==> src/rtl/ir_queue.sv <==
// Instruction register queue: circular buffer between fetch and decode.
// The head entry is presented on out1 with its opcode/operand fields split out.
module ir_queue #(
  parameter int WIDTH = 4,
  parameter int DEPTH = 4,
  parameter int OPC_W = 2
) (
  input  logic                       clk,
  input  logic                       rst_n,
  input  logic [WIDTH-1:0]           in1,
  input  logic                       in_valid,
  output logic                       in_ready,
  input  logic                       adv,
  input  logic                       flush,
  output logic [WIDTH-1:0]           out1,
  output logic                       ir_valid,
  output logic [OPC_W-1:0]           opcode,
  output logic [WIDTH-OPC_W-1:0]     operand,
  output logic [$clog2(DEPTH+1)-1:0] count,
  output logic                       err
);

  localparam int PW = (DEPTH > 1) ? $clog2(DEPTH) : 1;
  localparam int CW = $clog2(DEPTH + 1);
  localparam logic [CW-1:0] FULL = CW'(DEPTH);

  logic [WIDTH-1:0] mem [DEPTH];
  logic [PW-1:0]    wr_ptr;
  logic [PW-1:0]    rd_ptr;
  logic             do_load;
  logic             do_cons;

  assign in_ready = (count < FULL);
  assign ir_valid = (count != '0);
  assign do_load  = in_valid && in_ready;
  assign do_cons  = adv && ir_valid;

  // DEPTH is a power of two, so pointer wrap falls out of the natural overflow.
  always_ff @(posedge clk or negedge rst_n) begin
    if (!rst_n) begin
      wr_ptr <= '0;
      rd_ptr <= '0;
      count  <= '0;
      err    <= 1'b0;
    end else if (flush) begin
      wr_ptr <= '0;
      rd_ptr <= '0;
      count  <= '0;
      err    <= 1'b0;
    end else begin
      if (do_load) wr_ptr <= wr_ptr + PW'(1);
      if (do_cons) rd_ptr <= rd_ptr + PW'(1);
      case ({do_load, do_cons})
        2'b10:   count <= count + CW'(1);
        2'b01:   count <= count - CW'(1);
        default: count <= count;
      endcase
      if (adv && !ir_valid) err <= 1'b1;
    end
  end

  always_ff @(posedge clk) begin
    if (do_load && !flush) mem[wr_ptr] <= in1;
  end

  assign out1    = ir_valid ? mem[rd_ptr] : '0;
  assign opcode  = out1[WIDTH-1 -: OPC_W];
  assign operand = out1[WIDTH-OPC_W-1:0];

endmodule

==> config.mk <==
export PLATFORM = sky130hd
export DESIGN_NAME = ir_queue
export DESIGN_NICKNAME = d
export VERILOG_FILES = /design/src/rtl/ir_queue.sv
export SDC_FILE = /design/constraint.sdc
export NUM_CORES = 1
export LEC_CHECK = 0
export BUFFER_PORTS_ARGS = -buffer_cell sky130_fd_sc_hd__buf_2
export CORE_ASPECT_RATIO = 0.9
export CORE_MARGIN = 4
export CORE_UTILIZATION = 48
export DETAILED_ROUTE_END_ITERATION = 10
export PLACE_DENSITY = 0.73
export SETUP_SLACK_MARGIN = 0.5
export SLEW_MARGIN = 15
export SYNTH_ARGS = -nofsm -noshare
export SYNTH_HDL_FRONTEND = slang
export SYNTH_SLANG_ARGS = --single-unit
export TNS_END_PERCENT = 50
==> constraint.sdc <==
create_clock -name clk -period 1.8 [get_ports clk]
set_input_delay 0.36 -clock clk [delete_from_list [all_inputs] [get_ports clk]]
set_output_delay 0.36 -clock clk [all_outputs]
set_load 0.02 [all_outputs]
After elaboration in Yosys (flattened, before gate mapping)
Memories as Yosys holds them, arrays and structs flattened. Cells that the tools add are included.

$lt $le $gt $ge: 1. Reductions and logical operators: 11. $add $sub $neg: 4. Mux-type cells: 11. Equal/unequal tests: 2.

Operator list (number): 2-bit two-way mux (4); 3-bit case mux with 2 select lines (1); 2-bit nonzero test (3); 3-bit nonzero test (2); 2-bit by 1-bit adder with 2-bit output, second input constant (2); 1-bit logical AND (4); 1-bit two-way mux (4); 4-bit two-way mux (1); 3-bit by 1-bit adder with 3-bit output, second input constant (1); 3-bit < comparator, second input constant (1); 3-bit two-way mux (1); 3-bit by 1-bit subtractor with 3-bit output, second input constant (1); 2-bit by 1-bit equality test with 1-bit output, second input constant (1); 2-bit equality test, second input constant (1); 1-bit logical NOT (2).

RAM bits: 16. Input bits: 9. Register bits after elaboration: 8. Memories: 1.

Memory list: mem (words 4, bits a word 4, rd ports 1, clocked after Yosys merged registers in 0, wr ports 1, line 27) `logic [WIDTH-1:0] mem [DEPTH];`.

Longest topological paths before layout
Gate-level depths: netlist of the first run.

Depth after elaboration: 5. Depth in mapped cells: 9.

Least setup slack after synthesis of the first run
Ideal clock, no wire load.

Kind: register -> register. From: register count[2]. To: register count[2]. Slack: -0.173 ns. Clock period less this slack: 1.973 ns. Stages on the path, launching flop included: 9. Path buffers: 0. Data arrival time: 1.895 ns. Required time: 1.722 ns. Path through: dfrtp_1 > nor3_2 > inv_2 > nand2_1 > nor2_1 > fa_1 > nor4_1 > a31oi_1 > a21oi_1.

Longest elaborated chain between the ends: 5.

Ends and longest elaborated chain: start: declaration (line 19) `output logic [$clog2(DEPTH+1)-1:0] count,`; start signal: assignment (line 54) `2'b10: count <= count + CW'(1);`; start signal: assignment (line 55) `2'b01: count <= count - CW'(1);`; start signal: assignment (line 56) `default: count <= count;`; 3-bit nonzero test * (line 34) `assign ir_valid = (count != '0);`; via ir_valid (line 16) `output logic ir_valid,`; 1-bit logical AND * (line 36) `assign do_cons = adv && ir_valid;`; 2-bit by 1-bit equality test with 1-bit output or 2-bit equality test (tied branches) (line 53) `case ({do_load, do_cons})`; 3-bit case mux with 2 select lines (line 53); 3-bit two-way mux (line 45) `end else if (flush) begin`.

The timed path passes the listed nets; every way through them passes the cells marked *. A chain may end at the register's enable or synchronous reset.

Final worst setup path of the first run
From: register rd_ptr[0]. To: output out1[3].

Longest elaborated chain between the ends: 2.

Ends and longest elaborated chain: start: declaration (line 29) `logic [PW-1:0] rd_ptr;`; start signal: assignment (line 52) `if (do_cons) rd_ptr <= rd_ptr + PW'(1);`; memory 4 x 4 bit; 4-bit two-way mux (line 66) `assign out1 = ir_valid ? mem[rd_ptr] : '0;`; end: declaration (line 15) `output logic [WIDTH-1:0] out1,`.

No other way between the ends.

==> run metrics, run 1 <==
Post-Syn Area per Cell=13.1 sq um; Synth top area share=0.395; antenna violations before repair=0; Antenna Diode Count=0; via count=812; mapped cell area=1210 sq um; critical path startpoint category=flip-flop; Final period util=1.08; H-tree levels=1; synth warn=0; Max Freq=slightly above 500 MHz; final setup skew=roughly 1.7 ps; status=finished with violations; wire length per cell=between 15 and 20 microns; Final Wtd Congestion=0.741; Placed Cells=roughly 140; RSZ-0062 raised after global routing=yes; Top Ports=23; Port Buf Inserts=22; post-synthesis sequential area ratio=0.560; Root Driver=clkbuf_4; Cells after Synth=93; setup slack after placement=44.4 ps; commonest cells in the netlist=16 x edfxtp_1, 8 x and2_1, 8 x dfrtp_1; setup ws final=-144 ps; post-route ant nets=0; Clock Sinks=24; CP required=about 1400 ps; hold violation count in the final report=0; failing checks=negative setup slack; Setup Viol. Count Final=8; fin nets=141; Total GRT Usage=0.161; pwr dens=between 800 and 900 nW/um^2; via-per-instance ratio=about 5.3; Die Ht=approximately 56 microns; largest net degree at the start of global routing=14; DRT iter0 DRCs=19; first-pass GRT wire length=a little over 4000 microns; core footprint=about 2400 sq um; Fillers=about 190; DR DRC count=0; Comb pwr share=0.372; CTS tree=yes; die width=approximately 61 microns; Main synth FF type=edfxtp_1; Num CTS Buffers=3; Clock Tree Buf Depth=2; 1st-pass router iterations=4; crit-path max FO=5; Pleak=between 0.0006 and 0.0007 uW; Synth async-reset ratio=0.333; worst skew pair latency=~310 ps; crit path DAT=~1600 ps; Yosys reg bits=24; layout cells sized above 1=0.532; global route overflow=0; setup TNS=-1080 ps; most numerous cell in the Yosys netlist=edfxtp_1; largest area contributor in the netlist=edfxtp_1; Switching Power=approximately 430 uW; layout overhead on the synthesized area=32.5%; Post-synth EDFFs=16; Slew headroom=0.807; Int Power=between 900 and 1000 uW; Clk pwr share=0.165; peak supply drop=0.698 mV; worst-margin pin slew=~290 ps; Non-Filler Instances=about 150; Area contributors post-synth=edfxtp_1 40%, dfrtp_1 16%, mux4_2 7.4%, and2_1 4.1%, ha_1 4.1%; total length of routed wires=between 2000 and 2500 microns; Period minus WS final=slightly below 2000 ps; Core Rows=17; initial core utilization=0.501; part of the power in registers=0.464; final hold slack=approximately 260 ps; synth unique cells=31; Switching Share=0.306; vias in the first global route=854; Worst-path clk slew=120 ps; Crit Path Category=flip-flop to primary output; full die area=between 3000 and 4000 sq um; max-cap violation count=0; Max Slew Vio Count=0; Worst Hold Class=input port to flip-flop; syn_nets=between 100 and 150; hpwl dp=~1800 microns; Worst setup EP type=primary output
routing by layer:
layer | track usage | vias to the layer above | part of all wire
met5 | 0 | - | 0
met4 | 0.0279 | 0 | 0.0040
met3 | 0.0487 | 2 | 0.035
met2 | 0.251 | 17 | 0.51
met1 | 0.224 | 403 | 0.45
li1 | - | 390 | -
worst max-delay path: stages (launching register included):
cell     delay (ps)
dfrtp_2         470
mux4_2          530
and2_4          160
buf_6           120
metrics by stage:
stage,instance area [sq um],total power [uW],utilization
floorplan,1240,945,-
global placement,1380,1030,0.570
detailed placement,1380,1040,0.570
CTS,1560,1390,0.645
global route,1610,1500,0.664
finish,1610,1420,0.664
path summary, 6_finish.rpt:
check,start,to,slack [ps],depth (start not counted)
setup / recovery,rd_ptr[0],out1[3],-140,3
hold reg to reg,err,err,510,2
min in group asynchronous,rst_n,count[2],410,2
hold / removal,in1[2],mem[2][2],260,1
setup reg to reg,count[0],count[1],60,7
max in group asynchronous,rst_n,rd_ptr[0],1200,2
flip-flops by register name, summed over array words and instances (netlist names):
| signal | cells |
|---|---|
| rd_ptr | 2 |
| err | 1 |
| wr_ptr | 2 |
| count | 3 |
| mem | 16 |
layout by cell type (no fill, tap or decap), types with 2 or more instances in the layout:
master / n
buf_6: 18
edfxtp_1: 16
buf_2: 9
and2_4: 8
buf_4: 8
nor2_1: 5
nand2_1: 5
mux4_2: 4
a21oi_1: 4
ha_1: 4
dfrtp_2: 4
dfrtp_1: 4
inv_1: 3
nand3_1: 3
o21ai_0: 3
xor2_1: 3
clkbuf_4: 3
inv_2: 2
nor2_4: 2
cells by family (layout without fill, tap and decap cells):
family,after synthesis,count (layout),synth area share
flip-flops,24,24,0.560
XOR/XNOR,4,4,0.0288
adder cells (fa/ha/maj),5,5,0.0577
multiplexers,5,5,0.0824
AO/OA/AOI/OAI,12,12,0.0638
AND/OR/NAND/NOR,30,30,0.141
buffers and inverters,13,46,0.0659
power groups by stage:
| stage | combinational (uW) | sequential, uW | clock, uW |
|---|---|---|---|
| final | 528 | 658 | 234 |
| after global routing | 568 | 664 | 264 |
| after CTS | 497 | 659 | 239 |
| after detailed placement | 376 | 668 | 0 |
| after global placement | 366 | 665 | 0 |
| after floorplan | 269 | 676 | 0 |
repair_timing:
item	in CTS	in global routing
gates resized for setup	46	5
setup endpoints to repair	32	33
setup buffers	3	3
hold buffers	1	0
endpoints found under the hold margin	8	0
pin swaps	16	8
cell type report:
| type | instances | area (sq um) | share of cell area |
|---|---|---|---|
| flip-flops and latches | 24 | 686 | 0.426 |
| multi-input cells | 56 | 512 | 0.318 |
| inverters | 5 | 18.8 | 0.0117 |
| clock inverters | 1 | 3.75 | 0.00233 |
| clock buffers | 3 | 22.5 | 0.0140 |
| repair buffers | 37 | 333 | 0.207 |
| well taps | 28 | 35.0 | 0.0218 |
(Power assumes the default switching activity.)
==> inputs of run 2 (changes only) <==
--- a/config.mk
+++ b/config.mk
@@ -8,9 +8,11 @@
 export BUFFER_PORTS_ARGS = -buffer_cell sky130_fd_sc_hd__buf_2
 export CORE_ASPECT_RATIO = 0.9
 export CORE_MARGIN = 4
-export CORE_UTILIZATION = 48
+export CORE_UTILIZATION = 51
+export CTS_BUF_LIST = sky130_fd_sc_hd__clkbuf_4
 export DETAILED_ROUTE_END_ITERATION = 10
-export PLACE_DENSITY = 0.73
+export PLACE_DENSITY = 0.77
+export REMOVE_ABC_BUFFERS = 1
 export SETUP_SLACK_MARGIN = 0.5
 export SLEW_MARGIN = 15
 export SYNTH_ARGS = -nofsm -noshare
==> run 2 against run 1 <==
The run still ends with negative setup slack left. Hold slack better by 5.2 ps. Core utilization is 7.9 points higher. Clock power grew 7%. Critical path depth did not move. Fmax decreased by 1.2%. First-iteration DRC count up 140%. Sequential power up 0.8%. Critical path type unchanged. Largest cell class unchanged.
==> run metrics, run 2 (synthesized netlist as in run 1, its figures left out) <==
Setup Viol. Count Final=9; Critical R2R Capture=count[2]; critical path startpoint category=flip-flop; DRT iter0 DRCs=between 40 and 50; Worst setup EP type=primary output; full die area=roughly 3200 sq um; layout cells sized above 1=0.539; setup TNS=-1300 ps; total length of routed wires=about 2700 microns; Critical Path Sink=out1[2]; Clock Tree Buf Depth=2; H-tree levels=1; worst-margin pin slew=~480 ps; reg-to-reg startpoint=count[2]; core footprint=approximately 2200 sq um; max-cap violation count=0; via count=830; max reg flops=16; Max Slew Vio Count=0; Period minus WS final=a little under 2000 ps; Port Buf Inserts=22; commonest non-fill, non-tap cell in the layout=buf_6; Worst-path clk slew=approximately 120 ps; worst r2r path cells=8; hpwl dp=roughly 1700 microns; via-per-instance ratio=5.35; CP required=between 1000 and 1500 ps; vias in the first global route=~900; register-to-register setup slack=0 ps; initial core utilization=0.547; Slew headroom=0.678; setup ws final=-168 ps; RSZ-0062 raised after global routing=yes; post-route ant nets=0; Final period util=1.09; Critical path origin=rd_ptr[0]; global route overflow=0; hold violation count in the final report=0; 1st-pass router iterations=4; most frequent cells in the layout=24 x buf_6, 16 x edfxtp_1, 9 x buf_2, 8 x and2_4, 6 x dfrtp_1; Final Wtd Congestion=~0.76; Die Ht=54.3 microns; crit path DAT=about 1600 ps; Root Driver=clkbuf_4; layout overhead on the synthesized area=35.8%; DR DRC count=0; Worst Hold Class=input port to flip-flop; pwr dens=904 nW/um^2; crit-path max FO=6; Core Rows=16; failing checks=negative setup slack; Crit Path Category=flip-flop to primary output; Pleak=about 0.0007 uW; die width=59.4 microns; Max Freq=508 MHz; CTS tree=yes; wire length per cell=approximately 18 microns; Clock Sinks=24; final setup skew=between 2 and 2.5 ps; worst skew pair latency=300 ps; Regs by FF count=mem: 16 flops, count: 3 flops; status=finished with violations; Total GRT Usage=0.188; Biggest register=mem; Num CTS Buffers=3; fin nets=143; setup slack after placement=roughly 6 ps; Antenna Diode Count=0; largest net degree at the start of global routing=14; Top Ports=23; antenna violations before repair=0; peak supply drop=roughly 0.65 mV; first-pass GRT wire length=around 4300 microns
==> run 2: changes by cell type in the layout (fill, tap and decap cells not counted), sizes merged <==
| cell | change |
|---|---|
| buf | +2 |
| clkbuf | +1 |
| clkinv | -1 |
==> run 2: area by class of cell <==
type,count,area (sq um)
multi-input cells,56,514
well taps,27,33.8
flip-flops and latches,24,683
clock buffers,4,30.0
fillers,130,572
repair buffers,39,370
inverters,5,18.8
==> run 2: routing by layer <==
layer | GRT usage | share of wire | vias up
met5 | 0 | 0 | -
met4 | 0.0830 | 0.0055 | 0
met3 | 0.0425 | 0.046 | 2
met2 | 0.329 | 0.54 | 31
met1 | 0.222 | 0.41 | 406
li1 | - | - | 391
==> run 2: how the worst min path moves through the flow <==
stage	startpoint	endpoint	cells past startpoint
after floorplan	rst_n	count[0]	0
after global placement	rst_n	err	1
after detailed placement	rst_n	err	1
after CTS	in1[0]	mem[2][0]	1
after global routing	in1[0]	mem[1][0]	1
final	in1[0]	mem[1][0]	1
==> run 2: critical path, stage by stage (launching register included) <==
cell and delay [ps]:
dfrtp_2 490, mux4_2 520, and2_4 170, buf_6 130
==> run 2: where the power goes <==
group	switching, uW	internal, uW	total, uW
Sequential	39.2	624	663
Combinational	266	314	579
Clock	149	101	250
==> run 2: repair_timing <==
action                     CTS  global route
hold endpoints to repair     8             0
gates resized for setup     55             8
setup endpoints to repair   31            35
hold buffers                 1             0
setup buffers                6             2
pin swaps                   15            10
==> run 2: stage by stage <==
stage	hold WS, ps	power (uW)	instances	area [sq um]	util
after global placement	215	1010	142	1360	0.611
after CTS	261	1450	153	1600	0.720
final	266	1490	155	1650	0.743
after global routing	251	1570	155	1650	0.743
after floorplan	64.4	884	85	1150	-
after detailed placement	214	1030	142	1360	0.611
==> inputs of run 3 (changes only) <==
==> constraint.sdc (replaced) <==
create_clock -name clk -period 1.8 [get_ports clk]
set_input_delay 0.27 -clock clk [delete_from_list [all_inputs] [get_ports clk]]
set_output_delay 0.27 -clock clk [all_outputs]
set_load 0.02 [all_outputs]
==> run 3 against run 2 <==
Die area stayed put. Critical endpoint is now operand[1]. Non-clock buffer count decreased by 5. Sequential power fell by 1%. Flip-flop and latch count did not move. Largest cell class unchanged. Critical path depth stayed put. The flow still finishes with violations (negative setup slack). Clock-buffer cell count decreased by 1. Largest power group unchanged. Fmax increased by 3.4%. Clock skew rose by 5.7 ps. Via count fell by 3.1%.
==> run metrics, run 3 (synthesized netlist as in run 1, its figures left out) <==
status=finished with violations; failing checks=negative setup slack; CTS tree=yes; Critical R2R Capture=count[1]; Worst path depth=3; total length of routed wires=~2600 microns; worst skew pair latency=about 320 ps; commonest non-fill, non-tap cell in the layout=buf_6; Num CTS Buffers=3; DR DRC count=0; register-to-register setup slack=10 ps; Final period util=1.06; reg-to-reg startpoint=count[2]; DRT iter0 DRCs=7; critical path startpoint category=flip-flop; RSZ-0062 raised after global routing=yes; peak supply drop=1.00 mV; H-tree levels=1; via count=around 800; worst-margin pin slew=approximately 290 ps; crit-path max FO=5; Final Wtd Congestion=around 0.8; initial core utilization=0.547; Port Buf Inserts=22; Worst path top cell family by delay=multiplexers; Clock Sinks=24; global route overflow=0; Pwr Total=~1600 uW; antenna violations before repair=0; Slew headroom=0.801; Worst Hold Class=input port to flip-flop; final instance area=around 1600 sq um; final setup skew=between 7 and 8 ps; full die area=roughly 3200 sq um; Worst setup EP type=primary output; hold violation count in the final report=0; Clock Tree Buf Depth=2; post-route ant nets=0; worst r2r path cells=7; Critical path origin=rd_ptr[0]; setup TNS=-751 ps; Period minus WS final=1900 ps; CP required=~1500 ps; 1st-pass router iterations=4; die width=between 50 and 60 microns; layout overhead on the synthesized area=30.5%; Root Driver=clkbuf_4; Max stage delay cell, worst path=mux4_2; Setup Viol. Count Final=8; setup ws final=-102 ps; Die Ht=around 54 microns; largest net degree at the start of global routing=15; buffers and inverters on the worst path=1; Biggest register=mem; Pleak=0.000654 uW; Area after DPL=~1300 sq um; Worst-path clk slew=between 100 and 150 ps; via-per-instance ratio=roughly 5.4; fin nets=around 140; Worst path max stage delay=between 500 and 600 ps; first-pass GRT wire length=4090 microns; pwr dens=982 nW/um^2; hpwl dp=1690 microns; worst-path cell chain=mux4_2 -> and2_4 -> buf_6; wire length per cell=17.1 microns; Max Slew Vio Count=0; most frequent cells in the layout=18 x buf_6, 16 x edfxtp_1, 9 x buf_2, 8 x and2_4, 7 x dfrtp_1; Regs by FF count=mem: 16 flops, count: 3 flops; Fillers=about 160; Antenna Diode Count=0; Core Rows=16; Crit Path Category=flip-flop to primary output; Critical Path Sink=operand[1]; setup slack after placement=37.9 ps; crit path DAT=between 1500 and 2000 ps; Top Ports=23; Total GRT Usage=0.184; core footprint=~2200 sq um; max reg flops=16; vias in the first global route=824; max-cap violation count=0; layout cells sized above 1=0.504; Max Freq=~530 MHz
run 3: worst min path at each step:
| stage | start | to | depth (start not counted) |
|---|---|---|---|
| after detailed placement | rst_n | count[0] | 1 |
| after global placement | rst_n | err | 1 |
| after CTS | in1[0] | mem[2][0] | 1 |
| after floorplan | rst_n | count[0] | 0 |
| after global routing | in1[3] | mem[0][3] | 1 |
| final | in1[2] | mem[2][2] | 1 |
run 3: metal layers:
layer / share of wire / wire length (microns) / track usage
met5: 0 / 0 / 0
met4: 0.012 / 30 / 0.0679
met3: 0.043 / 110 / 0.0519
met2: 0.54 / 1370 / 0.324
met1: 0.41 / 1050 / 0.215
run 3: area by class of cell:
cell class / count / area, sq um / share of cell area
multi-input combinational: 56 / 495 / 0.313
sequential: 24 / 682 / 0.430
clock inverter: 1 / 30.0 / 0.0189
clock buffer: 3 / 22.5 / 0.0142
tap: 27 / 33.8 / 0.0213
timing repair buffer: 34 / 303 / 0.191
inverter: 5 / 18.8 / 0.0118
run 3: stage by stage:
stage | cells | util | hold WS [ps]
floorplan | 85 | - | -25.6
global placement | 140 | 0.604 | 123
detailed placement | 140 | 0.604 | 130
CTS | 148 | 0.702 | 144
global route | 150 | 0.713 | 135
finish | 150 | 0.713 | 161
run 3: timing repair:
action / in CTS / in global routing
cloned: 0 / 0
setup endpoints to repair: 31 / 34
hold buffers: 1 / 0
endpoints found under the hold margin: 8 / 0
pin swaps: 13 / 8
buffers inserted: 3 / 2
gates resized for setup: 49 / 2
run 3: power breakdown:
group | internal (uW) | total [uW] | switching, uW | leakage [uW]
sequential | 623 | 656 | 32.9 | 0.000251
clock | 225 | 389 | 163 | 0.0000279
combinational | 267 | 511 | 245 | 0.000375
total | 1120 | 1560 | 441 | 0.000654
